<file path="src/rtl/if_id_pipe_buf_if.sv">
// IF/ID handshake bundle between fetch, the pipeline buffer and decode.
//   master : the fetch/decode environment around the buffer
//   slave  : the buffer itself
// Signals:
//   in_valid/in_ready/in_pc/in_instr/in_pred_taken : fetch-side entry and handshake
//   flush                                          : squash everything held
//   out_valid/out_ready/out_pc/out_instr/out_pred_taken : decode-side head entry
//   occupancy                                      : entries held, 0..2
interface if_id_pipe_buf_if #(
    parameter int BUS_WIDTH   = 64,
    parameter int INSTR_WIDTH = 32
);
    logic                   in_valid;
    logic                   in_ready;
    logic [BUS_WIDTH-1:0]   in_pc;
    logic [INSTR_WIDTH-1:0] in_instr;
    logic                   in_pred_taken;
    logic                   flush;
    logic                   out_valid;
    logic                   out_ready;
    logic [BUS_WIDTH-1:0]   out_pc;
    logic [INSTR_WIDTH-1:0] out_instr;
    logic                   out_pred_taken;
    logic [1:0]             occupancy;

    modport master (
        output in_valid, in_pc, in_instr, in_pred_taken, flush, out_ready,
        input  in_ready, out_valid, out_pc, out_instr, out_pred_taken, occupancy
    );

    modport slave (
        input  in_valid, in_pc, in_instr, in_pred_taken, flush, out_ready,
        output in_ready, out_valid, out_pc, out_instr, out_pred_taken, occupancy
    );
endinterface

</file>
<file path="src/rtl/if_id_pipe_buf.sv">
// IF/ID pipeline buffer with valid/ready handshake, 2-entry skid storage,
// flush and NOP bubble insertion on the decode side.
// Ports:
//   clk  : sole clock, posedge
//   rst  : asynchronous active-high reset
//   bus  : if_id_pipe_buf_if.slave (fetch entry in, head entry out, flush,
//          occupancy)
// The main register always holds the oldest entry and drives out_*; the skid
// register holds the younger one while decode stalls. in_ready is a flop so
// fetch never sees a combinational path from out_ready or flush.
module if_id_pipe_buf #(
    parameter int          BUS_WIDTH   = 64,
    parameter int          INSTR_WIDTH = 32,
    parameter logic [31:0] NOP_INSTR   = 32'h0000_0013
) (
    input  logic               clk,
    input  logic               rst,
    if_id_pipe_buf_if.slave    bus
);
    localparam logic [INSTR_WIDTH-1:0] NOP = INSTR_WIDTH'(NOP_INSTR);

    typedef enum logic [1:0] {
        EMPTY = 2'd0,
        ONE   = 2'd1,
        TWO   = 2'd2
    } state_e;

    typedef struct packed {
        logic [BUS_WIDTH-1:0]   pc;
        logic [INSTR_WIDTH-1:0] instr;
        logic                   pt;
    } entry_t;

    state_e state_q, state_d;
    entry_t main_q, main_d;
    entry_t skid_q, skid_d;
    entry_t in_ent;
    logic   in_ready_q;
    logic   push, pop;

    assign in_ent = '{pc: bus.in_pc, instr: bus.in_instr, pt: bus.in_pred_taken};
    assign push   = bus.in_valid & in_ready_q;
    assign pop    = (state_q != EMPTY) & bus.out_ready;

    always_comb begin
        state_d = state_q;
        main_d  = main_q;
        skid_d  = skid_q;
        if (bus.flush) begin
            // Same-cycle input is dropped; a same-cycle pop was already taken.
            state_d = EMPTY;
        end else begin
            case (state_q)
                EMPTY: begin
                    if (push) begin
                        state_d = ONE;
                        main_d  = in_ent;
                    end
                end
                ONE: begin
                    if (push && !pop) begin
                        state_d = TWO;
                        skid_d  = in_ent;
                    end else if (push && pop) begin
                        main_d  = in_ent;
                    end else if (pop) begin
                        state_d = EMPTY;
                    end
                end
                TWO: begin
                    // in_ready is low here, so only a pop can move us.
                    if (pop) begin
                        state_d = ONE;
                        main_d  = skid_q;
                    end
                end
                default: state_d = EMPTY;
            endcase
        end
    end

    always_ff @(posedge clk or posedge rst) begin
        if (rst) begin
            state_q    <= EMPTY;
            main_q     <= '0;
            skid_q     <= '0;
            in_ready_q <= 1'b1;
        end else begin
            state_q    <= state_d;
            main_q     <= main_d;
            skid_q     <= skid_d;
            in_ready_q <= (state_d != TWO);
        end
    end

    assign bus.in_ready       = in_ready_q;
    assign bus.out_valid      = (state_q != EMPTY);
    assign bus.occupancy      = state_q;
    assign bus.out_pc         = main_q.pc;
    // Bubble insertion: decode sees a NOP with no taken hint when empty.
    assign bus.out_instr      = bus.out_valid ? main_q.instr : NOP;
    assign bus.out_pred_taken = bus.out_valid & main_q.pt;
endmodule

</file>
<file path="src/flat_wrapper.sv">
// flat-port wrapper written by rule: the top's interface ports become plain ports
module if_id_pipe_buf_flat 
#(
    parameter int          BUS_WIDTH   = 64,
    parameter int          INSTR_WIDTH = 32,
    parameter logic [31:0] NOP_INSTR   = 32'h0000_0013
)
  (clk, rst, bus_in_valid, bus_in_pc, bus_in_instr, bus_in_pred_taken, bus_flush, bus_out_ready, bus_in_ready, bus_out_valid, bus_out_pc, bus_out_instr, bus_out_pred_taken, bus_occupancy);
  if_id_pipe_buf_if #(.BUS_WIDTH(BUS_WIDTH), .INSTR_WIDTH(INSTR_WIDTH)) bus_i ();
  input  logic clk;
  input  logic rst;
  input wire logic [$bits(bus_i.in_valid)-1:0] bus_in_valid;
  input wire logic [$bits(bus_i.in_pc)-1:0] bus_in_pc;
  input wire logic [$bits(bus_i.in_instr)-1:0] bus_in_instr;
  input wire logic [$bits(bus_i.in_pred_taken)-1:0] bus_in_pred_taken;
  input wire logic [$bits(bus_i.flush)-1:0] bus_flush;
  input wire logic [$bits(bus_i.out_ready)-1:0] bus_out_ready;
  output wire logic [$bits(bus_i.in_ready)-1:0] bus_in_ready;
  output wire logic [$bits(bus_i.out_valid)-1:0] bus_out_valid;
  output wire logic [$bits(bus_i.out_pc)-1:0] bus_out_pc;
  output wire logic [$bits(bus_i.out_instr)-1:0] bus_out_instr;
  output wire logic [$bits(bus_i.out_pred_taken)-1:0] bus_out_pred_taken;
  output wire logic [$bits(bus_i.occupancy)-1:0] bus_occupancy;
  assign bus_i.in_valid = bus_in_valid;
  assign bus_i.in_pc = bus_in_pc;
  assign bus_i.in_instr = bus_in_instr;
  assign bus_i.in_pred_taken = bus_in_pred_taken;
  assign bus_i.flush = bus_flush;
  assign bus_i.out_ready = bus_out_ready;
  assign bus_in_ready = bus_i.in_ready;
  assign bus_out_valid = bus_i.out_valid;
  assign bus_out_pc = bus_i.out_pc;
  assign bus_out_instr = bus_i.out_instr;
  assign bus_out_pred_taken = bus_i.out_pred_taken;
  assign bus_occupancy = bus_i.occupancy;
  if_id_pipe_buf #(.BUS_WIDTH(BUS_WIDTH), .INSTR_WIDTH(INSTR_WIDTH), .NOP_INSTR(NOP_INSTR)) u_core (.clk(clk), .rst(rst), .bus(bus_i));
endmodule
</file>
<file path="config.mk">
export PLATFORM = sky130hd
export DESIGN_NAME = if_id_pipe_buf_flat
export DESIGN_NICKNAME = d
export VERILOG_FILES = /design/src/rtl/if_id_pipe_buf_if.sv /design/src/rtl/if_id_pipe_buf.sv /design/src/flat_wrapper.sv
export SDC_FILE = /design/constraint.sdc
export NUM_CORES = 1
export LEC_CHECK = 0
export ABC_CLOCK_PERIOD_IN_PS = 16800
export BUFFER_PORTS_ARGS = -buffer_cell sky130_fd_sc_hd__buf_2
export CORE_MARGIN = 2
export CORE_UTILIZATION = 25
export CTS_CLUSTER_DIAMETER = 40
export CTS_CLUSTER_SIZE = 20
export DETAILED_ROUTE_END_ITERATION = 7
export SYNTH_ARGS = -nofsm -noshare
export SYNTH_HDL_FRONTEND = slang
export SYNTH_SLANG_ARGS = --single-unit
</file>
<file path="constraint.sdc">
create_clock -name clk -period 16.8 [get_ports clk]
set_input_delay 5.04 -clock clk [delete_from_list [all_inputs] [get_ports clk]]
set_output_delay 5.04 -clock clk [all_outputs]
set_load 0.02 [all_outputs]
</file>
# Yosys cells after proc, flatten, opt, wreduce, memory -nomap -nowiden
# Cells that the tools add are included.
# totals
reg_bits,197
output_inout_bits,101
word_cells,40
# classes
eq_ne,7
muxes,13
n_bitwise,4
n_reduce_logical,8
# op_table
cell,count
$mux W97,4
$pmux W97 S3,1
$mux W32,1
$mux W2,6
$ne A2 B1 Y1 const B,3
$pmux W2 S3,1
$reduce_and A6 Y1,1
$ne A2 B2 Y1 const B,2
$and A1 B1 Y1,3
$reduce_and A3 Y1,1
$reduce_bool A3 Y1,1
$eq A2 B1 Y1 const B,1
$eq A2 B2 Y1 const B,1
$logic_and A1 B1 Y1,2
$logic_not A2 Y1,1
$reduce_bool A2 Y1,1
$logic_not A1 Y1,1
$not A1 Y1,1

# Depth between registers and ports, before layout
# Gate-level depths: netlist of run 1.
# depth
word_depth,8
depth_mapped,7
depth_no_buf,4

# Worst setup path before layout of run 1
# Ideal clock, no wire load.
# synth_timing
kind,reg2out
startpoint,"register u_core.state_q[1], in the netlist u_core.bus.occupancy[1]"
endpoint,output bus_out_instr[0]
arrival_time_ns,1.280
required_time_ns,11.760
setup_slack_ns,10.480
stages_incl_launch_ff,4
n_path_buf,1
cell_sequence,dfrtp_1 -> nor2_1 -> clkbuf_1 -> or2_2
# synth_via
elab_chain_cells,2
# synth_rtl
item,line,text
from (decl),if_id_pipe_buf.sv:34,"state_e state_q, state_d;"
from (signal assigned),if_id_pipe_buf.sv:89,state_q <= state_d;
$reduce_bool A2 Y1,if_id_pipe_buf.sv:97,assign bus.out_valid = (state_q != EMPTY);
$mux W32,if_id_pipe_buf.sv:101,assign bus.out_instr = bus.out_valid ? main_q.instr : NOP;
to (decl),flat_wrapper.sv:21,output wire logic [$bits(bus_i.out_instr)-1:0] bus_out_instr;
# No other way between the ends.

# Final worst setup path of run 1
# Same ends and word-level chain as after synthesis.

==> out/results.txt, run 1 <==
Status: complete, no violations
Sequential fraction of the synthesis area: 55.3%
TNS Setup: 0 ps
# DRC: 0
Leakage: 5.56 nW
Syn avg cell area: 11.9 µm²
Critical path class: reg2out
Syn nets: 849
PwrDens: 128 mW/mm²
Worst slew margin relative to its limit: 31.2%
CTS tree: done
Detailed placement HPWL: 12400 µm
GRT Util Overall: 10.7%
CP arrival: 2150 ps
Syn Inst Count: 747
Synth Warn #: 0
Vias in the first global route: 5399
Clock root buffer: clkbuf_16
Die height: 193 µm
Sequential power share: 48.2%
Post-CTS setup buffers: 0
Port buffer count: 202
Final GP Congestion: 0.723
Clk pwr share: 32.4%
Max Freq: 0.139 GHz
DIE WIDTH: 193 µm
Fraction of layout cells with a size suffix above 1: 35.8%
CTS Hold Buffers Added: 0
Worst Hold Class: reg2reg
Drt first pass iters: 4
Total core area: 0.0354 mm²
Internal power: 0.937 mW
Pin count of the biggest net entering global routing: 195
Final WL: 19600 µm
Clock Skews: 9.78 ps
Clock tree buffer depth: 2
Required time of the critical path: 11760 ps
Final period util: 42.8%
Least-Margin Pin Slew: 1030 ps
Max-cap viol count: 0
NumNets Final: 965
Unrepaired setup endpoints after global routing: false
Fin. Hold Viols: 0
Initial DRC Count: 170
# rows: 69
Nature of the critical path endpoint: primary output
Vias: 5596
DRT antenna net count: 0
VDD IR max: 0.0000725 V
Synth unique cells: 23
Mean number of vias per cell: 4.17
Switch share: 29.8%
Starting Density: 25.2%
Total CTS buffers: 17
Pwr Total: 1.34 mW
Number of I/O pins: 203
Min cycle time layout: 7190 ps
Grt total ovfl: 0
Worst-path fanout max: 34
First-pass GRT wire length: 30100 µm
Routed len/inst: 14.6 µm
Clock sink count: 197
CTS H-tree depth: 4
Synth Cell Area: 0.00892 mm²
CTS resizes: 0
Synth Register Bits: 197
Area delta synth->final: 17.3%
Initial antenna violation count: 6
Clk slew on worst S/H paths: 80 ps
Final Max Slew Viols: 0
Clock Latency Late Sink: 440 ps
Net Sw Power: 0.399 mW
CP startpoint kind: register
Die Area: 0.0372 mm²
Final setup vio count: 0
Combinational share of power: 19.4%
==> final cells by class <==
type                    instances  area, µm²
fillers                      3698      24900
flip-flops and latches        197       4930
multi-input cells             437       3260
repair buffers                206       1050
well taps                     461        577
clock buffers                  19        443
clock inverters                13        164
inverters                       4       22.5
diodes                          4       10.0
==> stage by stage <==
step,cell area (µm²),setup slack (ps),hold slack (ps),instances,util (%)
final,10500,9610,476,1341,29.6
after global routing,10500,9440,504,1339,29.5
after CTS,10500,9530,483,1337,29.5
after floorplan,8920,6390,442,747,-
after global placement,9850,9450,454,1305,27.8
after detailed placement,9850,9410,465,1305,27.8
==> worst paths after layout <==
path	startpoint	to	slack [ps]	cells past startpoint
max in group asynchronous	rst	u_core.bus.out_pc[0]$_DFFE_PP0P_	10530	3
worst max register to register	u_core.bus.occupancy[0]$_DFF_PP0_	u_core.main_q[30]$_DFFE_PP0P_	14050	4
worst min register to register	u_core.bus.out_pc[56]$_DFFE_PP0P_	u_core.bus.out_pc[56]$_DFFE_PP0P_	480	2
min in group asynchronous	rst	u_core.bus.out_pc[26]$_DFFE_PP0P_	4800	2
worst max-delay path	u_core.bus.occupancy[1]$_DFF_PP0_	bus_out_instr[0]	9610	3
worst min-delay path	u_core.bus.out_pc[56]$_DFFE_PP0P_	u_core.bus.out_pc[56]$_DFFE_PP0P_	480	2
==> registers in the layout, summed over array words and instances, names as in the netlist <==
register and cells:
u_core.main_q 33, u_core.bus.occupancy 2, u_core.bus.out_pc 64, u_core.skid_q 97
u_core.bus.in_ready 1
==> kinds of logic (layout without fill, tap and decap cells) <==
family / count (synthesis) / after routing / share of synthesized area (%)
flops: 197 / 197 / 55.3
buf+inv: 113 / 242 / 8.55
compound gates: 101 / 101 / 5.88
mux: 195 / 195 / 23.2
simple gates: 141 / 141 / 7.07
other cells: 0 / 4 / 0
==> placed cells by master, fill, tap and decap left out, types with 4 or more instances in the layout <==
cell type	Yosys	layout
mux2i_1	97	97
inv_6	0	4
o21ai_1	58	58
buf_2	25	202
nand2_1	100	99
dfrtp_1	196	196
nor2b_1	30	30
clkbuf_16	0	17
mux2_2	68	68
mux2_1	30	30
o21ai_0	39	39
diode_2	0	4
==> per-layer routing <==
layer	vias up	global-route usage, %	routed length [µm]
li1	2719	-	-
met1	2734	12.9	8590
met2	112	17.6	9490
met3	27	3.19	998
met4	4	5.19	512
met5	-	0	23
==> Yosys cell counts <==
| cell type | count | area, µm² |
|---|---|---|
| o21ai_0 | 39 | 195 |
| buf_6 | 5 | 56.3 |
| inv_1 | 4 | 15.0 |
| o22a_1 | 1 | 8.76 |
| mux2i_1 | 97 | 971 |
| dfstp_2 | 1 | 26.3 |
| a21oi_1 | 1 | 5.00 |
| or2_2 | 3 | 18.8 |
| dfrtp_1 | 196 | 4900 |
| clkbuf_1 | 7 | 26.3 |
| buf_4 | 72 | 541 |
| and4bb_1 | 1 | 12.5 |
| nor2_1 | 4 | 15.0 |
| a41oi_2 | 1 | 16.3 |
| o21ai_1 | 58 | 290 |
| mux2_1 | 30 | 338 |
| and3b_1 | 1 | 8.76 |
| nand2_1 | 100 | 375 |
| mux2_2 | 68 | 766 |
| buf_2 | 25 | 125 |
| a211o_1 | 1 | 8.76 |
| nor2b_1 | 30 | 188 |
| nand2b_1 | 2 | 12.5 |
==> power by group through the flow <==
stage,Combinational (mW),Sequential [mW],Clock [mW]
floorplan,0.230,0.641,0
global placement,0.259,0.651,0
detailed placement,0.266,0.655,0
CTS,0.266,0.646,0.453
global route,0.289,0.661,0.473
finish,0.259,0.645,0.432
==> worst max-delay path, cell delays in order, from the launching register on <==
cell and delay [ps]:
dfrtp_1 500, nor2_4 770, or2_2 230, buf_2 160
Note: power is estimated with default switching activity, not from simulation.
==> inputs of run 2 (changes only) <==
--- a/config.mk
+++ b/config.mk
@@ -5,7 +5,8 @@
 export SDC_FILE = /design/constraint.sdc
 export NUM_CORES = 1
 export LEC_CHECK = 0
-export ABC_CLOCK_PERIOD_IN_PS = 16800
+export ABC_AREA = 1
+export ABC_CLOCK_PERIOD_IN_PS = 5860
 export BUFFER_PORTS_ARGS = -buffer_cell sky130_fd_sc_hd__buf_2
 export CORE_MARGIN = 2
 export CORE_UTILIZATION = 25
==> constraint.sdc (replaced) <==
create_clock -name clk -period 5.86 [get_ports clk]
set_input_delay 1.758 -clock clk [delete_from_list [all_inputs] [get_ports clk]]
set_output_delay 1.758 -clock clk [all_outputs]
set_load 0.02 [all_outputs]
==> out/results.txt, run 2 <==
Pin count of the biggest net entering global routing: 124 (-36%)
DRT antenna net count: 0 (unchanged)
Area delta synth->final: 15.7%
Area contributors post-synth: dfrtp_1 50%, nand2_1 23%, nand3_1 15%
Fin. Hold Viols: 0 (unchanged)
Finished Core Util: 29.3% (-0.29 points)
Syn nets: 1413 (+66%)
# DRC: 0 (unchanged)
Detailed placement HPWL: 18200 µm (+47%)
Synth Cell Area: 0.00977 mm² (+9.5%)
Clock Skews: 11.3 ps (+1.55 ps)
Final period util: 72.2%
Worst setup path startpoint: u_core.bus.occupancy[1]$_DFF_PP0_
Post-synth top cells: 588 x nand2_1, 293 x nand3_1, 196 x dfrtp_1, 64 x buf_4, 64 x clkbuf_1
Final setup vio count: 0 (unchanged)
Worst-path fanout max: 51 (+50%)
Total CTS buffers: 17 (unchanged)
# rows: 72 (+4.3%)
Vias: 8605 (+54%)
Max-cap viol count: 0 (unchanged)
VDD IR max: 0.000214 V (+200%)
Die height: 202 µm (+4.5%)
First-pass GRT wire length: 48700 µm (+62%)
Synth Warn #: 0 (unchanged)
# placed instances: 1889 (+45%)
Clock Latency Late Sink: 460 ps (+20 ps)
CP startpoint kind: register
Most common cell after layout, fill and taps aside: nand2_1
GRT Util Overall: 15.3% (+4.6 points)
CTS H-tree depth: 4 (unchanged)
Most flops, register: u_core.skid_q
Clock tree buffer depth: 2 (unchanged)
Crit path setup slack, layout: 1630 ps (-7980 ps)
Non-filler instance count after layout: 1924 (+43%)
Critical path class: reg2out
NumNets Final: 1492 (+55%)
Most frequent cell after synthesis: nand2_1
Unrepaired setup endpoints after global routing: false
Net Sw Power: 1.26 mW (+220%)
Nature of the critical path endpoint: primary output
R2r startpoint: u_core.bus.occupancy[0]$_DFF_PP0_
Hold_ws: 465 ps (-10.1 ps)
Synth unique cells: 16 (-30%)
Combinational share of power: 20.9% (+1.5 points)
DIE WIDTH: 202 µm (+4.5%)
Sequential power share: 48.9% (+0.7 points)
Clock sink count: 197 (unchanged)
Number of I/O pins: 203 (unchanged)
Total core area: 0.0386 mm² (+9.2%)
CTS Hold Buffers Added: 0 (unchanged)
Routed len/inst: 15.5 µm (+5.8%)
Largest register FFs: 97 (unchanged)
Pwr Total: 3.73 mW (+180%)
Drt first pass iters: 5 (+1)
PwrDens: 330 mW/mm² (+160%)
Most frequent cells in the layout: 585 x nand2_1, 293 x nand3_1, 202 x buf_2
Leakage: 6.37 nW (+15%)
Syn Inst Count: 1311 (+76%)
Sequential fraction of the synthesis area: 50.5% (-4.8 points)
Final Max Slew Viols: 0 (unchanged)
TNS Setup: 0 ps (unchanged)
Min cycle time layout: 4230 ps
Fraction of layout cells with a size suffix above 1: 18.9% (-17 points)
Hold path startpoint: u_core.bus.out_pc[22]$_DFFE_PP0P_
CP arrival: 2470 ps (+320 ps)
DP Worst Slack: 1810 ps (-7600 ps)
Clock root buffer: clkbuf_16
Mean number of vias per cell: 4.47 (+7.2%)
Grt total ovfl: 0 (unchanged)
Internal power: 2.47 mW (+160%)
Syn avg cell area: 7.45 µm² (-38%)
Vias in the first global route: 8687 (+61%)
CTS tree: done
Clk slew on worst S/H paths: 70 ps (about the same)
Worst Hold Class: reg2reg
Least-Margin Pin Slew: 1210 ps (+176 ps)
Number of synthesized flops with an enable pin: 0 (unchanged)
Synth top area share: 50.2% (-4.8 points)
Final GP Congestion: 0.765 (+5.7%)
Top_reg_cell synth: dfrtp_1
Required time of the critical path: 4100 ps (-7660 ps)
Initial antenna violation count: 4 (-2)
Worst slew margin relative to its limit: 19.5% (-12 points)
Die Area: 0.0407 mm² (+9.3%)
Final WL: 29800 µm (+52%)
Post-CTS setup buffers: 0 (unchanged)
Finished layout cell area: 0.0113 mm² (+8.1%)
CTS resizes: 0 (unchanged)
Area leader, netlist: dfrtp_1
Switch share: 33.8% (+4.0 points)
Synth Register Bits: 197 (unchanged)
DP Area: 0.0108 mm² (+9.3%)
Status: complete, no violations
Clk pwr share: 30.2% (-2.2 points)
Max Freq: 0.236 GHz
Asr flop ratio synth: 100% (unchanged)
Starting Density: 25.3% (+0.075 points)
Port buffer count: 202 (unchanged)
Initial DRC Count: 517 (+200%)
-- run 2: cell types whose count changed in the layout (fill, tap and decap cells not counted), moves of 28 or more --
cell     before  now
nand2_1      99  585
nand3_1       0  293
mux2i_1      97    0
mux2_2       68    0
o21ai_1      58    0
o21ai_0      39    0
inv_1         3   34
mux2_1       30    0
nor2b_1      30    0
nor2_1        3   31
-- run 2: cell type report --
type                            instances  area [µm²]
Clock inverter                         14         100
Antenna cell                            3        7.51
Clock buffer                           18         439
Timing Repair Buffer                  218        1140
Multi-Input combinational cell        920        3900
Sequential cell                       197        4930
Inverter                               36         140
Fill cell                            4224       27300
Tap cell                              518         648
-- run 2: path summary, 6_finish.rpt --
check | cells after the start | end | slack [ps]
min | 2 | u_core.bus.out_pc[22]$_DFFE_PP0P_ | 470
min reg2reg | 2 | u_core.bus.out_pc[22]$_DFFE_PP0P_ | 470
min in group asynchronous | 2 | u_core.skid_q[92]$_DFFE_PP0P_ | 1300
max reg2reg | 7 | u_core.skid_q[2]$_DFFE_PP0P_ | 2460
max | 3 | bus_out_instr[1] | 1630
max in group asynchronous | 3 | u_core.skid_q[48]$_DFFE_PP0P_ | 3510
-- run 2: power by group through the flow --
stage	logic (mW)	clock network [mW]	registers (mW)
after floorplan	0.647	0	1.80
after global placement	0.785	0	1.84
after detailed placement	0.800	0	1.85
after CTS	0.800	1.18	1.82
after global routing	0.890	1.22	1.86
final	0.781	1.13	1.82
-- run 2: logic make-up (layout without fill, tap and decap cells) --
kind of cell | count (synthesis) | count (layout) | synth area share [%]
other | 0 | 3 | 0
AOI/OAI and AO/OA | 1 | 1 | 0.0896
DFF | 197 | 197 | 50.5
and+or+nand+nor | 919 | 919 | 39.3
buffers and inverters | 194 | 286 | 10.2
-- run 2: critical path, stage by stage, from the launching register on --
cell and delay, ps:
dfrtp_4 730, nor2_4 860, or2_2 240, buf_2 160
-- run 2: metal layers --
metal,routed length [µm],GRT usage [%]
met2,14100,25.7
met3,1530,3.47
met1,13700,19.7
met4,367,4.23
met5,13,0
